===== src/rtl/mips_pkg.sv =====
// Shared types and constants for the memory arbiter slice.
// State encoding, grant ids, abort data and default sizes.
package mips_pkg;

    localparam int DEF_ADDR_W  = 32;
    localparam int DEF_DATA_W  = 32;
    localparam int DEF_TIMEOUT = 16;

    localparam logic [31:0] ERR_DATA = 32'hDEADBEEF;

    typedef enum logic [1:0] {
        IDLE = 2'd0,
        BUSY = 2'd1,
        RESP = 2'd2
    } state_t;

    typedef enum logic {
        GNT_IF = 1'b0,
        GNT_D  = 1'b1
    } grant_t;

endpackage


===== src/rtl/mem_arb_timer.sv =====
// BUSY-cycle watchdog counter for the memory arbiter.
// Clears on BUSY entry, saturates once it reaches TIMEOUT.
module mem_arb_timer
    import mips_pkg::*;
#(
    parameter int TIMEOUT = DEF_TIMEOUT
) (
    input  logic clock,
    input  logic reset,
    input  logic clr,
    input  logic inc,
    output logic expired
);

    localparam int CW = $clog2(TIMEOUT + 1);

    logic [CW-1:0] count;

    assign expired = (count == CW'(TIMEOUT));

    // Count stalled BUSY cycles; hold at the limit.
    always_ff @(posedge clock or negedge reset) begin
        if (!reset) begin
            count <= '0;
        end else if (clr) begin
            count <= '0;
        end else if (inc && !expired) begin
            count <= count + 1'b1;
        end
    end

endmodule


===== src/rtl/mem_arbiter.sv =====
// Round-robin arbiter: fetch and data ports onto one memory port.
// Optional BUSY timeout abort enabled by MEM_ARB_TIMEOUT_EN.
module mem_arbiter
    import mips_pkg::*;
#(
    parameter int ADDR_W  = DEF_ADDR_W,
    parameter int DATA_W  = DEF_DATA_W,
    parameter int TIMEOUT = DEF_TIMEOUT
) (
    input  logic              clock,
    input  logic              reset,
    input  logic              if_req,
    input  logic [ADDR_W-1:0] if_addr,
    output logic              if_ack,
    output logic [DATA_W-1:0] if_rdata,
    input  logic              d_req,
    input  logic              d_we,
    input  logic [ADDR_W-1:0] d_addr,
    input  logic [DATA_W-1:0] d_wdata,
    output logic              d_ack,
    output logic [DATA_W-1:0] d_rdata,
    output logic              mem_req,
    output logic              mem_we,
    output logic [ADDR_W-1:0] mem_addr,
    output logic [DATA_W-1:0] mem_wdata,
    input  logic [DATA_W-1:0] mem_rdata,
    input  logic              mem_ready,
    output logic              busy,
    output logic              err
);

    state_t state;
    grant_t last_grant;

    logic              start;
    logic              pick_d;
    logic              expire;
    logic              done;
    logic [DATA_W-1:0] rsp_data;

    assign start  = (state == IDLE) && (if_req || d_req);
    assign pick_d = d_req && (!if_req || last_grant == GNT_IF);
    assign done   = (state == BUSY) && (mem_ready || expire);

`ifdef MEM_ARB_TIMEOUT_EN
    localparam logic [DATA_W-1:0] ERR_RDATA = DATA_W'(ERR_DATA);

    logic t_exp;

    mem_arb_timer #(
        .TIMEOUT (TIMEOUT)
    ) u_timer (
        .clock   (clock),
        .reset   (reset),
        .clr     (start),
        .inc     ((state == BUSY) && !mem_ready),
        .expired (t_exp)
    );

    assign expire   = (state == BUSY) && t_exp && !mem_ready;
    assign rsp_data = mem_ready ? mem_rdata : ERR_RDATA;

    // Sticky abort flag, cleared only by reset.
    always_ff @(posedge clock or negedge reset) begin
        if (!reset) begin
            err <= 1'b0;
        end else if (expire) begin
            err <= 1'b1;
        end
    end
`else
    logic unused_cfg;

    assign unused_cfg = (TIMEOUT != 0) ^ (^ERR_DATA);
    assign expire     = 1'b0;
    assign rsp_data   = mem_rdata;
    assign err        = 1'b0;
`endif

    // Grant, hold the memory request, then pulse one ack.
    always_ff @(posedge clock or negedge reset) begin
        if (!reset) begin
            state      <= IDLE;
            last_grant <= GNT_IF;
            mem_req    <= 1'b0;
            mem_we     <= 1'b0;
            mem_addr   <= '0;
            mem_wdata  <= '0;
            if_ack     <= 1'b0;
            d_ack      <= 1'b0;
            if_rdata   <= '0;
            d_rdata    <= '0;
            busy       <= 1'b0;
        end else begin
            unique case (state)
                IDLE: begin
                    if (start) begin
                        state   <= BUSY;
                        busy    <= 1'b1;
                        mem_req <= 1'b1;
                        if (pick_d) begin
                            last_grant <= GNT_D;
                            mem_we     <= d_we;
                            mem_addr   <= d_addr;
                            mem_wdata  <= d_wdata;
                        end else begin
                            last_grant <= GNT_IF;
                            mem_we     <= 1'b0;
                            mem_addr   <= if_addr;
                            mem_wdata  <= '0;
                        end
                    end
                end
                BUSY: begin
                    if (done) begin
                        state   <= RESP;
                        mem_req <= 1'b0;
                        if (last_grant == GNT_D) begin
                            d_ack   <= 1'b1;
                            d_rdata <= (mem_we && mem_ready) ? '0 : rsp_data;
                        end else begin
                            if_ack   <= 1'b1;
                            if_rdata <= rsp_data;
                        end
                    end
                end
                RESP: begin
                    state    <= IDLE;
                    busy     <= 1'b0;
                    if_ack   <= 1'b0;
                    d_ack    <= 1'b0;
                    if_rdata <= '0;
                    d_rdata  <= '0;
                end
                default: begin
                    state <= IDLE;
                end
            endcase
        end
    end

endmodule


===== config.mk =====
export PLATFORM = sky130hd
export DESIGN_NAME = mem_arbiter
export DESIGN_NICKNAME = d
export VERILOG_FILES = /design/src/rtl/mips_pkg.sv /design/src/rtl/mem_arb_timer.sv /design/src/rtl/mem_arbiter.sv
export SDC_FILE = /design/constraint.sdc
export NUM_CORES = 1
export LEC_CHECK = 0
export BUFFER_PORTS_ARGS = -buffer_cell sky130_fd_sc_hd__buf_2
export CAP_MARGIN = 40
export CORE_ASPECT_RATIO = 2
export CORE_MARGIN = 4
export CORE_UTILIZATION = 50
export DETAILED_ROUTE_END_ITERATION = 10
export PLACE_DENSITY = 0.85
export SYNTH_ARGS = -nofsm -noshare
export SYNTH_HDL_FRONTEND = slang
export SYNTH_SLANG_ARGS = --single-unit

===== constraint.sdc =====
create_clock -name clock -period 4.1 [get_ports clock]
set_input_delay 0.82 -clock clock [delete_from_list [all_inputs] [get_ports clock]]
set_output_delay 0.82 -clock clock [all_outputs]
set_load 0.005 [all_outputs]

* Yosys cells after proc, flatten, opt, wreduce, memory -nomap -nowiden
Index checks and enable logic that the tools add are counted.
** Cells by class
- Bitwise logic cells :: 1
- Reduce and logical (&&, ||, !) cells :: 17
- Multiplexer cells :: 24
- Eq/ne operators :: 6
** Operator list (count)
- 2-to-1 mux 32 bit :: 7
- case mux 32 bit (2 select lines) :: 2
- AND reduction 3 bit :: 3
- 2-to-1 mux 1 bit :: 8
- inequality test 2 bit, second input constant :: 4
- case mux 1 bit (2 select lines) :: 4
- AND reduction 2 bit :: 3
- nonzero test 2 bit :: 3
- logical AND 1 bit :: 4
- 2-to-1 mux 2 bit :: 2
- case mux 2 bit (2 select lines) :: 1
- == test 2 x 1 -> 1 bit, second input constant :: 1
- == test 2 bit, second input constant :: 1
- logical NOT 2 bit :: 1
- logical OR 1 bit :: 2
- logical NOT 1 bit :: 1
- inverter 1 bit :: 1
** Word-level totals
- Register bits after elaboration :: 136
- Input port bits :: 134
- Output and inout port bits :: 134

* Logic depth before layout (Yosys ltp)
Gate-level depths: netlist of run 1.
- Word-level depth :: 5
- Gate-level depth with buffers :: 5

* Worst setup path before layout of run 1
OpenSTA, ideal clock, no wires.
- Kind :: in2reg
- Start point :: in d_req
- End point :: reg mem_addr[10]
- Path buffers :: 2
- Path slack :: 2157 ps
- Stages on the path :: 5
- Library setup time :: 125 ps
- Arrival time :: 1818 ps
- Path through :: a21bo_1 -> buf_6 -> buf_6 -> mux2_4 -> mux2_2
** Between the ends
- Cells in the longest elaborated chain, start to end :: 3
- Elaborated cells on any way between the ends :: 5
** Ends and longest elaborated chain
- start, declared :: RTL line mem_arbiter.sv:16 : input logic d_req,
- logical OR 1 bit :: RTL line mem_arbiter.sv:41 : assign start = (state == IDLE) && (if_req || d_req);
- logical AND 1 bit :: RTL line mem_arbiter.sv:41
- AND reduction 2 bit (no source line)
- end signal, assigned :: RTL line mem_arbiter.sv:104 : mem_addr <= d_addr;
- end signal, assigned :: RTL line mem_arbiter.sv:109 : mem_addr <= if_addr;
- end, declared :: RTL line mem_arbiter.sv:24 : output logic [ADDR_W-1:0] mem_addr,
Parallel ways exist; a longest one is shown, timed or not.
A chain may end at the register's enable or synchronous reset.

* Worst setup path after layout of run 1
- Start point :: in d_req
- End point :: reg mem_addr[31]
Same word-level chain as after synthesis.

==> impl_metrics.yaml, run 1 <==
timing:
  fin_ws_ns: 2.06
  tns_ns: 0
  worstMarginPinSlew_ns: 0.581
  setup_viol: 0
  max_freq_ghz: 0.489
  rsz0062_at_grt: "false"
  finalMaxSlewViolations: 0
  period_minus_slack_ns: 2.04
  fin_crit_sh_pct: 49.8
  hold_viol: 0
  max-slew-margin-rel_pct: 61.3
  fin_skew_ns: 0.00606
logic_synthesis:
  seq_area_frac_synth_pct: 58.9
  synth_cell_types: 27
  synthXorXnorAreaFrac_pct: 0
  syn-num-nets: 587
  syn_avg_cell_area_sq_um: 12.8
  synth_edf_count: 0
  async_flop_share_pct: 100
  synth-compound-area-share_pct: 13.5
  ys.flop_type: "dfrtp_1"
  syn_area_sq_um: 5780
  synthAdderAreaFrac_pct: 0
  syn_inst: 453
  muxShareOfSynthArea_pct: 14.4
  ys_warn_count: 0
  ys_ff_latch: 136
  synthSimpleGateAreaFrac_pct: 9.07
  synth_top_family_by_area: "multiplexers"
cells_and_area:
  drive_gt1_share_pct: 56.4
  diodes: 0
  design_area_sq_um: 7820
  nets: 844
  synthToLayoutAreaGrowth_pct: 35.4
worst_setup_path:
  crit_chain: "buf_2 -> a21bo_2 -> buf_4 -> mux2_2 -> mux2_2"
  critical_path.max_stage_delay_ns: 0.48
  cp_max_fo: 32
  critical_path_class: "in -> reg"
  crit_family: "multiplexers"
  critPathBufInv: 2
  crit_path_start_kind: "primary input"
  cp_common_cell: "mux2_2"
  critPathArrivalTime_ns: 2.34
  crit_path_top_delay_cell: "buf_4"
  end_kind: "flop"
  cp.required_ns: 4.39
hold_path:
  hp-class: "in -> async"
floorplan:
  row_count: 55
  initial_utilization_pct: 51.2
  chipWidth_um: 84.0
  num_io_pins: 268
  core-area_sq_um: 11300
  die_h_um: 160
  dieArea_sq_um: 13400
route:
  viasPerCell: 5.41
  detail_route.first_pass.iterations: 4
  drc: 0
  ant_nets: 0
  wl_met1_um: 5560
  wl_per_cell_um: 17.9
  wl_met3_um: 1040
  wl_met2_um: 8400
  highest_layer: "met4"
  dr_total_vias: 4683
  drt_iter0_drc: 216
  totalWireLength_um: 15500
power:
  p_int_uw: 3870
  switching_power_uw: 1890
  vdd_drop_max_mv: 0.432
  switching_share_pct: 32.8
  pwr-share-comb_pct: 35.7
  powerDensity_nw_per_um2: 736
  power.share.clock_pct: 25.6
  leakagePower_uw: 0.00424
  power_frac_seq_pct: 38.6
cts:
  cts_resized: 0
  ctsHoldBuffers: 0
  clkTransAtPathRegs_ns: 0.06
  cts_tree: "done"
  h-tree-depth: 4
  cts_root_buf: "clkbuf_16"
  clockBufferDepth: 2
  post_cts_buffers: 0
  clock_latency_ns: 0.41
  cts_sinks: 136
  cts_buffers: 17
global_routing:
  grt_pass1_vias: 5007
  grt_overflow: 0
  grt_max_degree: 77
  grt_pass1_wl_um: 25000
  grt.total_usage_pct: 23.2
  antenna_found_initial: 0
run_status:
  outcome: "complete, no violations"
placement:
  gp_congestion: 0.830
  portBuffers: 266
  dp_hpwl_um: 11600
  dp_slack_ns: 1.64
  placed_area_sq_um: 7240
run:
  max_cap_viol_count: 0
==> state kept, by name, summed over array words and instances, names as in the netlist <==
| register | count |
|---|---|
| busy | 1 |
| d_ack | 1 |
| d_rdata | 32 |
| if_ack | 1 |
| if_rdata | 32 |
| last_grant | 1 |
| mem_addr | 32 |
| mem_req | 1 |
| mem_wdata | 32 |
| mem_we | 1 |
| state | 2 |
==> synthesized netlist by cell type (2+ instances only) <==
cell type / instances / share of area [%]
a22o_1: 33 / 5.0
nand2_1: 68 / 4.4
a31o_2: 29 / 4.4
buf_2: 20 / 1.7
dfrtp_1: 136 / 59
mux2_4: 30 / 7.8
a21o_1: 2 / 0.26
o21ai_0: 34 / 2.9
clkbuf_1: 10 / 0.65
and3_1: 32 / 3.5
a31o_1: 3 / 0.45
mux2_2: 34 / 6.6
buf_6: 7 / 1.4
nand2b_1: 2 / 0.22
==> power groups by stage <==
stage	clock network, uW	logic (uW)	registers [uW]
after floorplan	0	1080	2250
after global placement	0	1920	2210
after detailed placement	0	2080	2230
after CTS	1500	2090	2220
after global routing	1570	2240	2290
final	1480	2060	2230
==> cells by family (layout without fill, tap and decap cells) <==
logic type             count (synthesis)  count (layout)
flip-flops                           136             136
AND/OR/NAND/NOR                      108             108
AO/OA/AOI/OAI                        104             104
multiplexers                          64              64
buffers and inverters                 40             310
other                                  1               1
==> cell usage in the layout (no fill, tap or decap), types with 2 or more instances in the layout <==
cell type	n
clkinv_4	2
dfrtp_1	136
a22o_1	33
mux2_2	34
a21o_1	2
inv_8	2
mux2_4	30
buf_4	4
o21ai_0	34
a31o_1	3
buf_12	4
a31o_2	29
clkbuf_16	17
nand2_1	68
buf_2	265
inv_6	4
buf_6	2
and3_1	32
clkinvlp_4	4
==> cell type report <==
| class | count | area (sq um) |
|---|---|---|
| inverters | 1 | 3.75 |
| multi-input cells | 277 | 2160 |
| clock buffers | 18 | 439 |
| fillers | 825 | 3460 |
| flip-flops and latches | 136 | 3400 |
| well taps | 142 | 178 |
| repair buffers | 277 | 1500 |
| clock inverters | 14 | 140 |
==> final timing paths <==
| kind | slack (ns) | startpoint | endpoint | depth (start not counted) |
|---|---|---|---|---|
| hold reg to reg | 0.48 | busy$_DFFE_PN0P_ | busy$_DFFE_PN0P_ | 2 |
| min in group clock | 0.48 | busy$_DFFE_PN0P_ | busy$_DFFE_PN0P_ | 2 |
| setup reg to reg | 2.21 | last_grant$_DFFE_PN0P_ | mem_addr[31]$_DFFE_PN0P_ | 4 |
| max in group asynchronous | 2.93 | reset | mem_addr[20]$_DFFE_PN0P_ | 2 |
| setup / recovery | 2.06 | d_req | mem_addr[31]$_DFFE_PN0P_ | 5 |
| hold / removal | 0.38 | reset | if_rdata[25]$_DFFE_PN0P_ | 1 |
==> layer usage <==
layer	up-vias	track usage, %
met5	-	0
met3	38	5.83
met2	236	41.7
met1	2272	25.5
li1	2137	-
met4	0	10.2
==> metrics by stage <==
stage | hold slack [ns] | utilization, % | instances | total power (uW)
4_1_cts | 0.384 | 69.3 | 865 | 5810
2_1_floorplan | 0.471 | - | 453 | 3340
5_1_grt | 0.397 | 69.3 | 865 | 6100
3_3_place_gp | 0.459 | 63.2 | 827 | 4120
3_5_place_dp | 0.469 | 64.2 | 833 | 4310
6_report | 0.375 | 69.3 | 865 | 5760
==> worst register-to-register path: stages, from the launching register on <==
cell and delay [ns]:
dfrtp_1 0.41, a21bo_2 0.19, buf_4 0.48, mux2_2 0.44
mux2_2 0.26
Power figures use the tool's default switching activity.
==> inputs of run 2 (changes only) <==
CORE_UTILIZATION = 47   (was 50)
PLACE_DENSITY = 0.8   (was 0.85)
clock period = 1.9 ns   (was 4.1 ns; I/O delays follow)
==> impl_metrics.yaml, run 2 (same netlist as run 1, synthesis figures left out) <==
floorplan:
  initial_utilization_pct: 47.7
  die_h_um: 165
  row_count: 57
  chipWidth_um: 86.4
  core-area_sq_um: 12100
  num_io_pins: 268
  dieArea_sq_um: 14200
worst_setup_path:
  end_kind: "flop"
  critical_path_class: "reg -> reg"
  critPathArrivalTime_ns: 1.93
  cp_max_fo: 33
  crit_path_start_kind: "flop"
  reg2reg_depth: 4
  cp.required_ns: 2.18
cts:
  cts_root_buf: "clkbuf_16"
  cts_sinks: 136
  ctsHoldBuffers: 1
  h-tree-depth: 4
  post_cts_buffers: 0
  clockBufferDepth: 2
  clock_latency_ns: 0.40
  cts_resized: 0
  cts_buffers: 17
  clkTransAtPathRegs_ns: 0.06
  cts_tree: "done"
placement:
  placed_area_sq_um: 7250
  dp_hpwl_um: 11700
  portBuffers: 266
  gp_congestion: 0.851
timing:
  fin_hold_ws_ns: 0.192
  fin_skew_ns: 0.00901
  rsz0062_at_grt: "false"
  hold_viol: 0
  finalMaxSlewViolations: 0
  setup_viol: 0
  period_minus_slack_ns: 1.65
  max_freq_ghz: 0.606
  tns_ns: 0
  fin_crit_sh_pct: 86.8
global_routing:
  met2_usage_pct: 39.7
  grt.total_usage_pct: 22.5
  antenna_found_initial: 0
  grt_max_degree: 68
  grt-busiest-layer: "met2"
  use_met3_pct: 5.39
  grt_overflow: 0
  grt_pass1_wl_um: 24900
  grt_use_met1_pct: 25.2
  grt_pass1_vias: 4868
hold_path:
  worstHoldPathCells: 2
  hp-class: "in -> reg"
run:
  max_cap_viol_count: 0
route:
  ant_nets: 0
  drc: 0
  viasPerCell: 5.33
  wl_per_cell_um: 18.6
  drt_iter0_drc: 203
  detail_route.first_pass.iterations: 4
  totalWireLength_um: 16200
  dr_total_vias: 4644
run_status:
  outcome: "complete, no violations"
cells_and_area:
  drive_gt1_share_pct: 56.2
  design_area_sq_um: 7910
  nets: 845
  synthToLayoutAreaGrowth_pct: 36.9
  mostFrequentLayoutCells: "265 x buf_2, 136 x dfrtp_1, 68 x nand2_1"
  layout_commonest_cell: "buf_2"
  diodes: 0
power:
  powerDensity_nw_per_um2: 1620
  leakagePower_uw: 0.00429
  vdd_drop_max_mv: 1.08
[run 2: critical path: stages (launching register included)]
cell and delay, ns:
dfrtp_1 0.43, a21bo_2 0.19, buf_12 0.25, mux2_2 0.37
mux2_2 0.26
[run 2: cell type report]
| class | instances | area [sq um] |
|---|---|---|
| fillers | 946 | 4220 |
| flip-flops and latches | 136 | 3400 |
| multi-input cells | 277 | 2160 |
| repair buffers | 278 | 1520 |
| clock buffers | 20 | 457 |
| clock inverters | 12 | 188 |
| well taps | 147 | 184 |
| inverters | 1 | 3.75 |
[run 2: metrics by stage]
stage          power, uW  utilization (%)  worst slack [ns]  instances
2_1_floorplan       7200                -             0.385        453
3_3_place_gp        9070             59.8             0.188        838
3_5_place_dp        9320             59.8             0.163        838
4_1_cts            12900             65.2             0.242        871
5_1_grt            13600             65.2             0.196        871
6_report           12800             65.2             0.250        871
[run 2: worst paths after layout]
check,from,to,slack [ns]
max,last_grant$_DFFE_PN0P_,mem_addr[31]$_DFFE_PN0P_,0.25
min,d_wdata[8],mem_wdata[8]$_DFFE_PN0P_,0.19
max reg2reg,last_grant$_DFFE_PN0P_,mem_addr[31]$_DFFE_PN0P_,0.25
min reg2reg,if_ack$_DFFE_PN0P_,if_ack$_DFFE_PN0P_,0.48
max in group asynchronous,reset,d_rdata[25]$_DFFE_PN0P_,0.80
min in group asynchronous,reset,d_rdata[0]$_DFFE_PN0P_,0.46
[run 2: metal layers]
| layer | vias up | wire length, um | part of all wire, % |
|---|---|---|---|
| met5 | - | 0 | 0 |
| met4 | 0 | 518 | 3.2 |
| met3 | 38 | 991 | 6.1 |
| met2 | 208 | 8940 | 55 |
| met1 | 2269 | 5790 | 36 |
| li1 | 2129 | - | - |
[run 2: report_power, final]
group	internal, uW	total, uW	leakage, uW	switching (uW)
logic	2340	4440	0.00225	2100
registers	4120	4810	0.00173	688
clock network	2290	3560	0.000309	1260
==> inputs of run 3 (changes only) <==
ABC_AREA = 1   (was default)
CORE_UTILIZATION = 49   (was 47)
PLACE_DENSITY = 0.81   (was 0.8)
==> impl_metrics.yaml, run 3 <==
route:
  detail_route.first_pass.iterations: 4
  ant_nets: 0
  viasPerCell: 5.27
  dr_total_vias: 6422
  totalWireLength_um: 19400
  drt_iter0_drc: 318
  wl_per_cell_um: 15.9
  drc: 0
timing:
  tns_ns: 0
  period_minus_slack_ns: 1.45
  worstMarginPinSlew_ns: 0.599
  rsz0062_at_grt: "false"
  hold_viol: 0
  setup_viol: 0
  finalMaxSlewViolations: 0
  fin_skew_ns: 0.0140
  max-slew-margin-rel_pct: 60.0
  fin_crit_sh_pct: 76.2
  max_freq_ghz: 0.691
cts:
  cts_root_buf: "clkbuf_16"
  cts_sinks: 136
  post_cts_buffers: 0
  clkTransAtPathRegs_ns: 0.06
  cts_resized: 0
  cts_tree: "done"
  clockBufferDepth: 2
  clock_latency_ns: 0.41
  h-tree-depth: 4
  cts_buffers: 17
cells_and_area:
  diodes: 0
  nets: 1188
  synthToLayoutAreaGrowth_pct: 31.6
  layout_commonest_cell: "nand2_1"
  mostFrequentLayoutCells: "305 x nand2_1, 265 x buf_2, 162 x nand3_1"
  drive_gt1_share_pct: 30.6
worst_setup_path:
  end_kind: "flop"
  critical_path.max_stage_delay_ns: 0.46
  reg2reg_from: "last_grant$_DFFE_PN0P_"
  cp_common_cell: "nand2_1"
  critPathArrivalTime_ns: 1.79
  cp_max_fo: 34
  worstSetupStartpoint: "last_grant$_DFFE_PN0P_"
  r2r_slack_ns: 0.45
  crit_path_top_delay_cell: "inv_2"
  crit_family: "simple AND/OR/NAND/NOR gates"
  r2r_end: "mem_wdata[23]$_DFFE_PN0P_"
  critical_path_class: "reg -> reg"
  crit_chain: "nand2_1 -> nand2_1 -> inv_2 -> nand3_1 -> nand2_1"
  reg2reg_depth: 5
  critPathBufInv: 1
  crit_path_start_kind: "flop"
  cp.required_ns: 2.25
run:
  max_cap_viol_count: 0
floorplan:
  die_h_um: 171
  dieArea_sq_um: 15300
  core-area_sq_um: 13000
  initial_utilization_pct: 50.1
  num_io_pins: 268
  chipWidth_um: 89.5
  row_count: 59
global_routing:
  grt_pass1_vias: 6391
  antenna_found_initial: 0
  grt_pass1_wl_um: 30400
  grt_overflow: 0
  grt_max_degree: 69
  grt.total_usage_pct: 25.4
logic_synthesis:
  synth_cell_types: 20
  synth_top_cells_by_count: "305 x nand2_1, 162 x nand3_1, 136 x dfrtp_1"
  seq_area_frac_synth_pct: 52.3
  synth_top_area_cell: "dfrtp_1"
  syn-num-nets: 945
  ys.flop_type: "dfrtp_1"
  syn_area_sq_um: 6510
  synth_edf_count: 0
  ys_warn_count: 0
  synth.top_cell.area_share_pct: 52.3
  syn_inst: 811
  syn_avg_cell_area_sq_um: 8.03
  synthTopCellsByArea: "dfrtp_1 52%, nand2_1 18%, nand3_1 12%"
  async_flop_share_pct: 100
  synth_most_common_cell: "nand2_1"
  ys_ff_latch: 136
placement:
  portBuffers: 266
  gp_congestion: 0.864
  dp_hpwl_um: 14000
power:
  leakagePower_uw: 0.00502
  powerDensity_nw_per_um2: 1660
  power_uw: 14200
  vdd_drop_max_mv: 0.999
hold_path:
  hp-class: "in -> reg"
  holdCritStartpoint: "d_wdata[30]"
  whs_endpoint: "mem_wdata[30]$_DFFE_PN0P_"
  worstHoldPathCells: 3
run_status:
  outcome: "complete, no violations"
-- run 3: layout make-up --
class | instances | area [sq um]
multi-input cells | 573 | 2620
fillers | 1131 | 4430
clock buffers | 18 | 439
well taps | 152 | 190
flip-flops and latches | 136 | 3400
inverters | 39 | 146
repair buffers | 287 | 1550
clock inverters | 13 | 218
-- run 3: how the worst max path moves through the flow --
stage,end,slack [ns],depth (start not counted)
final,mem_wdata[23]$_DFFE_PN0P_,0.45,5
after global routing,d_rdata[22]$_DFFE_PN0P_,0.28,6
after CTS,mem_wdata[23]$_DFFE_PN0P_,0.43,5
after detailed placement,mem_wdata[5]$_DFFE_PN0P_,0.33,5
after global placement,mem_wdata[3]$_DFFE_PN0P_,0.38,6
after floorplan,mem_addr[10]$_DFFE_PN0P_,0.64,9
-- run 3: worst reg2reg max path, stage by stage (launching register included) --
cell	delay, ns
dfrtp_1	0.42
nand2_1	0.14
nand2_1	0.09
inv_2	0.46
nand3_1	0.19
nand2_1	0.09
-- run 3: logic make-up (layout without fill, tap and decap cells) --
family                 Yosys count  after routing  share of synthesized area, %
AOI/OAI and AO/OA               34             34                          3.88
and+or+nand+nor                538            538                          36.3
other                            1              1                        0.0576
buffers and inverters          102            357                          7.44
DFF                            136            136                          52.3
-- run 3: per-layer routing --
metal  global-route usage [%]  part of all wire, %
met1                     28.7                   36
met2                     43.7                   53
met3                     4.87                  6.9
met4                     13.7                  4.5
met5                        0                    0
-- run 3: metrics by stage --
stage                     setup WS (ns)  cells  cell area [sq um]  util [%]  hold WS (ns)
after floorplan                   0.635    811               6510         -        0.0844
after global placement            0.376   1186               7900      60.8         0.357
after detailed placement          0.330   1186               7900      60.8         0.358
after CTS                         0.435   1218               8570      65.9         0.186
after global routing              0.283   1218               8570      65.9         0.193
final                             0.452   1218               8570      65.9         0.200
-- run 3: repair_timing --
item | CTS | global route
setup endpoints to repair | 0 | 0
hold buffers | 1 | 0
endpoints found under the hold margin | 46 | 0
-- run 3: power by group --
| group | switching, uW | internal, uW |
|---|---|---|
| Sequential | 780 | 4310 |
| Clock | 1260 | 2380 |
| Combinational | 3290 | 2190 |
